$ cat config.mk
export PLATFORM = sky130hd
export DESIGN_NAME = loproc_shift_ex
export DESIGN_NICKNAME = d
export VERILOG_FILES = /design/src/rtl/loproc_shift_ex.sv
export SDC_FILE = /design/constraint.sdc
export NUM_CORES = 1
export LEC_CHECK = 0
export CAP_MARGIN = 15
export CORE_MARGIN = 2
export CORE_UTILIZATION = 30
export CTS_CLUSTER_SIZE = 28
export DETAILED_ROUTE_END_ITERATION = 16
export PLACE_DENSITY = 0.46
export SLEW_MARGIN = 20
export SYNTH_ARGS = -nofsm -noshare
export SYNTH_HDL_FRONTEND = slang
export SYNTH_SLANG_ARGS = --single-unit
$ cat constraint.sdc
create_clock -name clk -period 3.8 [get_ports clk]
set_clock_uncertainty 0.2 [all_clocks]
set_input_delay 0.76 -clock clk [delete_from_list [all_inputs] [get_ports clk]]
set_output_delay 0.76 -clock clk [all_outputs]
set_load 0.1 [all_outputs]
$ cat src/rtl/loproc_shift_ex.sv
// Two-stage shift/rotate execute stage (S1 operation reg, S2 result reg), valid/ready both sides.
// Optional {C,N,Z} flag output compiled in with `define LOPROC_SHIFT_FLAGS_EN.

`ifndef DATA_WIDTH
`define DATA_WIDTH 32
`endif
`ifndef DATA_LOG2
`define DATA_LOG2 5
`endif

module loproc_shifter32 (
    input  logic [`DATA_WIDTH-1:0] i_data,
    input  logic [`DATA_LOG2-1:0]  i_shamt,
    input  logic                   i_lrn,
    input  logic                   i_srn,
    input  logic                   i_aln,
    output logic [`DATA_WIDTH-1:0] o_result,
    output logic                   o_carry
);
    logic signed [`DATA_WIDTH-1:0] w_sdata;
    logic [`DATA_LOG2-1:0]         w_inv;
    logic [`DATA_LOG2-1:0]         w_ridx;

    assign w_sdata = $signed(i_data);
    // 0 - shamt wraps to 32 - shamt, which is all that is needed for shamt != 0
    assign w_inv   = '0 - i_shamt;
    assign w_ridx  = i_shamt - 1'b1;

    always_comb begin
        o_result = i_data;
        o_carry  = 1'b0;
        if (i_shamt != '0) begin
            if (i_lrn) begin
                o_result = i_data << i_shamt;
                if (!i_srn)
                    o_result = o_result | (i_data >> w_inv);
                o_carry = i_data[w_inv];
            end else begin
                if (!i_srn)
                    o_result = (i_data >> i_shamt) | (i_data << w_inv);
                else if (i_aln)
                    o_result = $unsigned(w_sdata >>> i_shamt);
                else
                    o_result = i_data >> i_shamt;
                o_carry = i_data[w_ridx];
            end
        end
    end
endmodule

module loproc_shift_ex (
    input  logic                   clk,
    input  logic                   rst,
    input  logic                   in_valid,
    output logic                   in_ready,
    input  logic [`DATA_WIDTH-1:0] in_data,
    input  logic [`DATA_LOG2-1:0]  in_shamt,
    input  logic                   in_LRn,
    input  logic                   in_SRn,
    input  logic                   in_ALn,
    output logic                   out_valid,
    input  logic                   out_ready,
    output logic [`DATA_WIDTH-1:0] out_data
`ifdef LOPROC_SHIFT_FLAGS_EN
    ,
    output logic [2:0]             out_flags
`endif
);
    logic                   r_s1_valid;
    logic [`DATA_WIDTH-1:0] r_s1_data;
    logic [`DATA_LOG2-1:0]  r_s1_shamt;
    logic                   r_s1_lrn;
    logic                   r_s1_srn;
    logic                   r_s1_aln;
    logic                   r_out_valid;
    logic [`DATA_WIDTH-1:0] r_out_data;

    logic                   w_s1_adv;
    logic                   w_accept;
    logic [`DATA_WIDTH-1:0] w_result;

    // in_ready looks only at pipeline state and out_ready, never at in_valid
    assign w_s1_adv  = r_s1_valid && (!r_out_valid || out_ready);
    assign in_ready  = !r_s1_valid || w_s1_adv;
    assign w_accept  = in_valid && in_ready;
    assign out_valid = r_out_valid;
    assign out_data  = r_out_data;

`ifdef LOPROC_SHIFT_FLAGS_EN
    logic       w_carry;
    logic [2:0] r_out_flags;
    assign out_flags = r_out_flags;
`else
    logic       w_carry_unused;
`endif

    loproc_shifter32 u_shifter (
        .i_data   (r_s1_data),
        .i_shamt  (r_s1_shamt),
        .i_lrn    (r_s1_lrn),
        .i_srn    (r_s1_srn),
        .i_aln    (r_s1_aln),
        .o_result (w_result),
`ifdef LOPROC_SHIFT_FLAGS_EN
        .o_carry  (w_carry)
`else
        .o_carry  (w_carry_unused)
`endif
    );

    always_ff @(posedge clk) begin
        if (rst) begin
            r_s1_valid  <= 1'b0;
            r_s1_data   <= '0;
            r_s1_shamt  <= '0;
            r_s1_lrn    <= 1'b0;
            r_s1_srn    <= 1'b0;
            r_s1_aln    <= 1'b0;
            r_out_valid <= 1'b0;
            r_out_data  <= '0;
        end else begin
            if (w_accept) begin
                r_s1_valid <= 1'b1;
                r_s1_data  <= in_data;
                r_s1_shamt <= in_shamt;
                r_s1_lrn   <= in_LRn;
                r_s1_srn   <= in_SRn;
                r_s1_aln   <= in_ALn;
            end else if (w_s1_adv) begin
                r_s1_valid <= 1'b0;
            end
            if (w_s1_adv) begin
                r_out_valid <= 1'b1;
                r_out_data  <= w_result;
            end else if (out_ready) begin
                r_out_valid <= 1'b0;
            end
        end
    end

`ifdef LOPROC_SHIFT_FLAGS_EN
    always_ff @(posedge clk) begin
        if (rst)
            r_out_flags <= 3'b000;
        else if (w_s1_adv)
            r_out_flags <= {w_carry, w_result[`DATA_WIDTH-1], (w_result == '0)};
    end
`endif
endmodule
# Word level (Yosys, flattened, before mapping)
# Cells that the tools add are included.
dict set report classes {
  addsub 1
  mux 9
  bitwise_logic 2
  n_reduce_logical 9
  shifts 5
}
# op count
set ops {}
lappend ops {{32-bit two-way mux} 5}
lappend ops {{32-bit bitwise OR} 2}
lappend ops {{32-bit by 5-bit left shift with 32-bit output} 2}
lappend ops {{32-bit by 5-bit >> shifter with 32-bit output} 2}
lappend ops {{32-bit by 5-bit >>> shifter with 32-bit output} 1}
lappend ops {{5-bit nonzero test} 1}
lappend ops {{1-bit by 5-bit subtractor with 5-bit output (first input constant)} 1}
lappend ops {{1-bit two-way mux} 4}
lappend ops {{2-bit nonzero test} 2}
lappend ops {{1-bit logical AND} 2}
lappend ops {{1-bit zero test} 2}
lappend ops {{1-bit logical OR} 2}
dict set report word_totals {
  inputBits 44
  output_inout_bits 34
  register_bits 74
  wordCells 34
}

# Logic depth before layout (Yosys ltp)
dict set report depth {
  word_depth 6
  mapped_depth 19
  mapped_depth_nobuf 11
}

# By module
# Synthesis repeated with hierarchy kept, for this count alone.
dict set report hier_totals {
  cells_unflattened 1323
  area_unflattened_um2 11594.9
}
# mod area_each_um2 n_inst cells_per_inst
set modules_own_cells {}
lappend modules_own_cells {loproc_shifter32 8521.9 1 994}
lappend modules_own_cells {loproc_shift_ex 3072.9 1 329}

# Worst setup path before layout
# No wires, ideal clock.
dict set report synth_path {
  path_type {register -> register}
  start {reg r_s1_shamt[0]}
  end {reg r_out_data[2] (netlist: out_data[2])}
  t_arrival_ps 3522
  slack_ps -13
  stages_incl_launch_ff 18
  t_required_ps 3509
  n_path_buf 7
  setup_time_ps 91
  path_cell_list {dfxtp_1 buf_6 buf_6 inv_6 buf_4 buf_2 buf_1 ha_1 and2_1 ha_1 or2_2 buf_1 a21oi_2 buf_2 a31oi_1 a21oi_1 o211ai_1 a311oi_1}
}
dict set report synth_via {
  elab_chain_len 6
}
# item line_no
set synth_rtl {}
lappend synth_rtl {{start: declaration} 71} ;# logic [`DATA_LOG2-1:0] r_s1_shamt;
lappend synth_rtl {{start signal: assignment} 125} ;# r_s1_shamt <= in_shamt;
lappend synth_rtl {{1-bit by 5-bit subtractor with 5-bit output} 26} ;# assign w_inv = '0 - i_shamt;
lappend synth_rtl {{32-bit by 5-bit left shift with 32-bit output or 32-bit by 5-bit >> shifter with 32-bit output (tied branches)} {40, 36}}
lappend synth_rtl {{32-bit bitwise OR (on tied branches)} {40, 36}}
lappend synth_rtl {{32-bit two-way mux (on tied branches)} {39, 35}}
lappend synth_rtl {{32-bit two-way mux} 33} ;# if (i_lrn) begin
lappend synth_rtl {{32-bit two-way mux *} 32} ;# if (i_shamt != '0) begin
lappend synth_rtl {{end signal: assignment} 134} ;# r_out_data <= w_result;
lappend synth_rtl {{end: declaration} 76} ;# logic [`DATA_WIDTH-1:0] r_out_data;
# Mark *: on every way between the ends. The rest lies on a longest branch, timed or not.
# A chain may end at the register's enable or synchronous reset.

# Final worst setup path
dict set report layout_path {
  start {reg r_s1_shamt[1]}
  end {reg r_out_data[26] (netlist: out_data[26])}
}
# Same word-level chain as after synthesis.

==> impl_metrics.json <==
{
  "path_common_cell": "sky130_fd_sc_hd__mux2i_1",
  "rrSetupSlack_ns": 0.15,
  "cellInternalPower_w": 0.002219,
  "setup_violations": 0,
  "synth_flop_type": "sky130_fd_sc_hd__dfxtp_1",
  "synth_largest_type_area_fraction": 0.1961,
  "layout_min_cycle_time_ns": 3.650,
  "floorplan_die_area_mm2": 0.03869,
  "numCtsBuffers": 9,
  "path_class": "reg -> reg",
  "synth.top_cells.by_count": "196 x sky130_fd_sc_hd__nand2_1, 117 x sky130_fd_sc_hd__nor2_1, 108 x sky130_fd_sc_hd__a21oi_1",
  "timing_max_transition_violations_final": 0,
  "worstReg2RegStart": "r_s1_shamt[1]",
  "power_frac_seq": 0.223,
  "antenna_diode_count": 0,
  "grt_usage": 0.3532,
  "final_critical_path_setup_slack_ns": 0.1502,
  "cts_tree": "done",
  "net-switching-power_w": 0.002115,
  "detail_route.vias_per_cell": 6.698,
  "fin_util": 0.3555,
  "total_power_w": 0.004334,
  "crit_start": "r_s1_shamt[1]",
  "num-fill-cells": 3864,
  "clkSlewWorstSetupHoldPaths_ns": 0.07,
  "timing.reg2reg.worst_path_depth": 7,
  "slew-limit-headroom": 0.2558,
  "critical_path.max_stage_delay_ns": 0.84,
  "max_freq_ghz": 0.2740,
  "nNetsFinal": 1454,
  "detail-route-antenna-nets": 0,
  "place_area_mm2": 0.01272,
  "htree_num_levels": 3,
  "synth-async-reset-ratio": 0,
  "final_sum_of_negative_setup_slack_ns": 0,
  "synth_top_cell_by_area": "sky130_fd_sc_hd__mux4_2",
  "cts_post_setup_buffers_inserted": 0,
  "crit_fanout": 35,
  "gr-total-overflow": 0,
  "setup_repair_after_global_routing_missed_its_margin": "no",
  "worst-endpoint-required_ns": 3.84,
  "cp-end-kind": "flop",
  "synth.ff_latch_count": 74,
  "first_iter_violations": 1640,
  "grt_pass1_vias": 12013,
  "period_share": 0.9605,
  "post_cts.resized_instances": 0,
  "routed_wl_mm": 67.86,
  "synthTopCellsByArea": "sky130_fd_sc_hd__mux4_2 20%, sky130_fd_sc_hd__dfxtp_1 13%, sky130_fd_sc_hd__mux2i_1 9.4%",
  "cp_cell_sequence": "buf_4 -> mux2i_1 -> mux2i_1 -> a221o_1 -> a2111oi_0 -> o31a_1 -> nor3_1",
  "coreArea_mm2": 0.03661,
  "wl_per_cell_um": 36.10,
  "netlist_instances": 1363,
  "cts_sinks": 74,
  "fraction_of_power_spent_switching_nets": 0.4880,
  "worstPathArrival_ns": 3.69,
  "peak_supply_drop_uv": 253.1,
  "cts_buffer_depth": 2,
  "number_of_distinct_standard_cells_referenced_by_the_synthesized_netlist": 90,
  "drc": 0,
  "floorplan.io_pins": 78,
  "cp-start-kind": "flop",
  "ctsRootBufferMaster": "sky130_fd_sc_hd__clkbuf_16",
  "power.clock.fraction": 0.218,
  "grt_pass1_wl_mm": 95.95,
  "route.vias.total": 12593,
  "slowest_stage": "sky130_fd_sc_hd__mux2i_1",
  "dp_slack_ns": 0.2624,
  "synth_sequential_area_ratio": 0.1330,
  "number_of_antenna_violations_at_the_first_check_in_global_routing": 1,
  "finalInstanceArea_mm2": 0.01302,
  "synth.net_count": 1409,
  "synth_enable_flop_cells": 0,
  "clock_latency_ns": 0.39,
  "synth_most_common_cell": "sky130_fd_sc_hd__nand2_1",
  "timing.hold.worst.class": "reg -> reg",
  "timing_worst_slew_pin_value_ns": 1.115,
  "hpwlAfterDp_mm": 51.28,
  "drive_above_1_share": 0.2465,
  "outcome": "finished, final reports clean",
  "cts-hold-fix-buffers": 0,
  "die_y_um": 196.7,
  "ys_warnings": 0,
  "gp_congestion": 1.054,
  "place.port_buffers": 77,
  "rows": 70,
  "starting_density_of_the_core": 0.3043,
  "max_cap_viol_count": 0,
  "cp-endpoint": "out_data[26]",
  "cellPowerDensity_mw_per_mm2": 332.9,
  "area_growth_syn_to_layout_pct": 16.85,
  "synth_area_mm2": 0.01114,
  "drt_pass1_iterations": 6,
  "avgSynthCellArea_um2": 8.173,
  "grt_start_max_net_pins": 68,
  "final-hold-violation-count": 0,
  "combPwrFrac": 0.559,
  "regToRegEndpoint": "out_data[26]",
  "die_boundary_width_um": 196.7,
  "power.static_leakage_nw": 4.535
}
-- critical path: cells and delay by family (launching register included) --
family | cells | cell delay (ns)
DFF | 1 | 0.37
AOI/OAI and AO/OA | 3 | 1.40
and+or+nand+nor | 1 | 0.05
muxes | 2 | 1.00
buffers and inverters | 1 | 0.47
-- power groups by stage --
stage | Clock [W] | Combinational (W) | Sequential (W)
global route | 0.000985 | 0.00250 | 0.000968
finish | 0.000945 | 0.00242 | 0.000965
floorplan | 0 | 0.00129 | 0.00106
global placement | 0 | 0.00238 | 0.000977
CTS | 0.000970 | 0.00236 | 0.000959
detailed placement | 0 | 0.00235 | 0.000977
-- cells by family (layout without fill, tap and decap cells) --
family | after synthesis | in the layout | synth area share
flops | 74 | 74 | 0.1330
mux | 265 | 265 | 0.3557
xor+xnor | 2 | 2 | 0.003258
compound gates | 402 | 402 | 0.2444
simple gates | 430 | 430 | 0.1715
fa+ha+maj | 2 | 2 | 0.002246
buf+inv | 188 | 237 | 0.08986
-- worst min-delay path by stage --
stage | from | end | slack, ns | cells after the start
3_3_place_gp | out_data[9] | out_data[9] | 0.25 | 2
6_report | out_data[0] | out_data[0] | 0.26 | 2
2_1_floorplan | r_s1_valid | out_valid | 0.30 | 2
5_1_grt | out_data[0] | out_data[0] | 0.29 | 2
3_5_place_dp | out_data[0] | out_data[0] | 0.25 | 2
4_1_cts | out_data[0] | out_data[0] | 0.26 | 2
-- cell usage in the layout (no fill, tap or decap), types with 5 or more instances in the layout --
cell type	netlist	routed
sky130_fd_sc_hd__o21a_1	7	7
sky130_fd_sc_hd__a2111oi_0	7	7
sky130_fd_sc_hd__o2111ai_1	7	7
sky130_fd_sc_hd__or3_1	10	10
sky130_fd_sc_hd__a21oi_1	108	108
sky130_fd_sc_hd__nand2_1	196	196
sky130_fd_sc_hd__nand3_1	18	18
sky130_fd_sc_hd__a31oi_1	12	12
sky130_fd_sc_hd__a221oi_1	7	7
sky130_fd_sc_hd__and2_1	9	9
sky130_fd_sc_hd__nor3_1	22	22
sky130_fd_sc_hd__and3_1	8	8
sky130_fd_sc_hd__clkbuf_16	0	9
sky130_fd_sc_hd__nand2b_1	8	8
sky130_fd_sc_hd__o22ai_1	16	16
sky130_fd_sc_hd__a311oi_1	10	10
sky130_fd_sc_hd__o211ai_1	21	21
sky130_fd_sc_hd__a211oi_1	36	36
sky130_fd_sc_hd__a211o_1	5	5
sky130_fd_sc_hd__clkdlybuf4s50_1	0	73
sky130_fd_sc_hd__nor4_1	11	11
sky130_fd_sc_hd__nor2_1	117	117
sky130_fd_sc_hd__o221ai_1	17	17
sky130_fd_sc_hd__o21ai_0	72	72
sky130_fd_sc_hd__mux2_2	61	61
sky130_fd_sc_hd__o21ai_1	10	10
sky130_fd_sc_hd__o32ai_1	7	7
sky130_fd_sc_hd__buf_12	2	11
sky130_fd_sc_hd__dfxtp_1	74	70
sky130_fd_sc_hd__buf_4	26	128
sky130_fd_sc_hd__mux2i_1	105	105
sky130_fd_sc_hd__mux4_2	97	97
sky130_fd_sc_hd__nor2b_1	12	11
sky130_fd_sc_hd__a221o_1	5	5
-- routing by layer --
layer	global-route usage	vias to the layer above	routed length (µm)
li1	-	5291	-
met1	0.4831	6369	28720
met2	0.5296	775	29080
met3	0.05784	156	5515
met4	0.1977	2	4532
met5	0	-	19
-- flip-flops by register name, indices dropped and copies added (netlist names) --
| name | count |
|---|---|
| out_data | 32 |
| out_valid | 1 |
| r_s1_data | 32 |
| r_s1_srn | 1 |
| r_s1_shamt | 5 |
| r_s1_lrn | 1 |
| r_s1_aln | 1 |
| r_s1_valid | 1 |
-- layout make-up --
cell class              instances  area (µm²)  share of cell area
well taps                     468       585.6             0.04499
inverters                       9       38.79            0.002980
clock buffers                  12       256.5             0.01971
multi-input cells            1101        8685              0.6672
flip-flops and latches         74        1494              0.1148
repair buffers                213        1917              0.1473
clock inverters                 3       40.04            0.003076
-- stage by stage --
step,hold WS [ns],cells
floorplan,0.2960,1363
finish,0.2587,1880
global route,0.2905,1880
global placement,0.2479,1865
CTS,0.2631,1880
detailed placement,0.2536,1865
(Power assumes the default switching activity.)
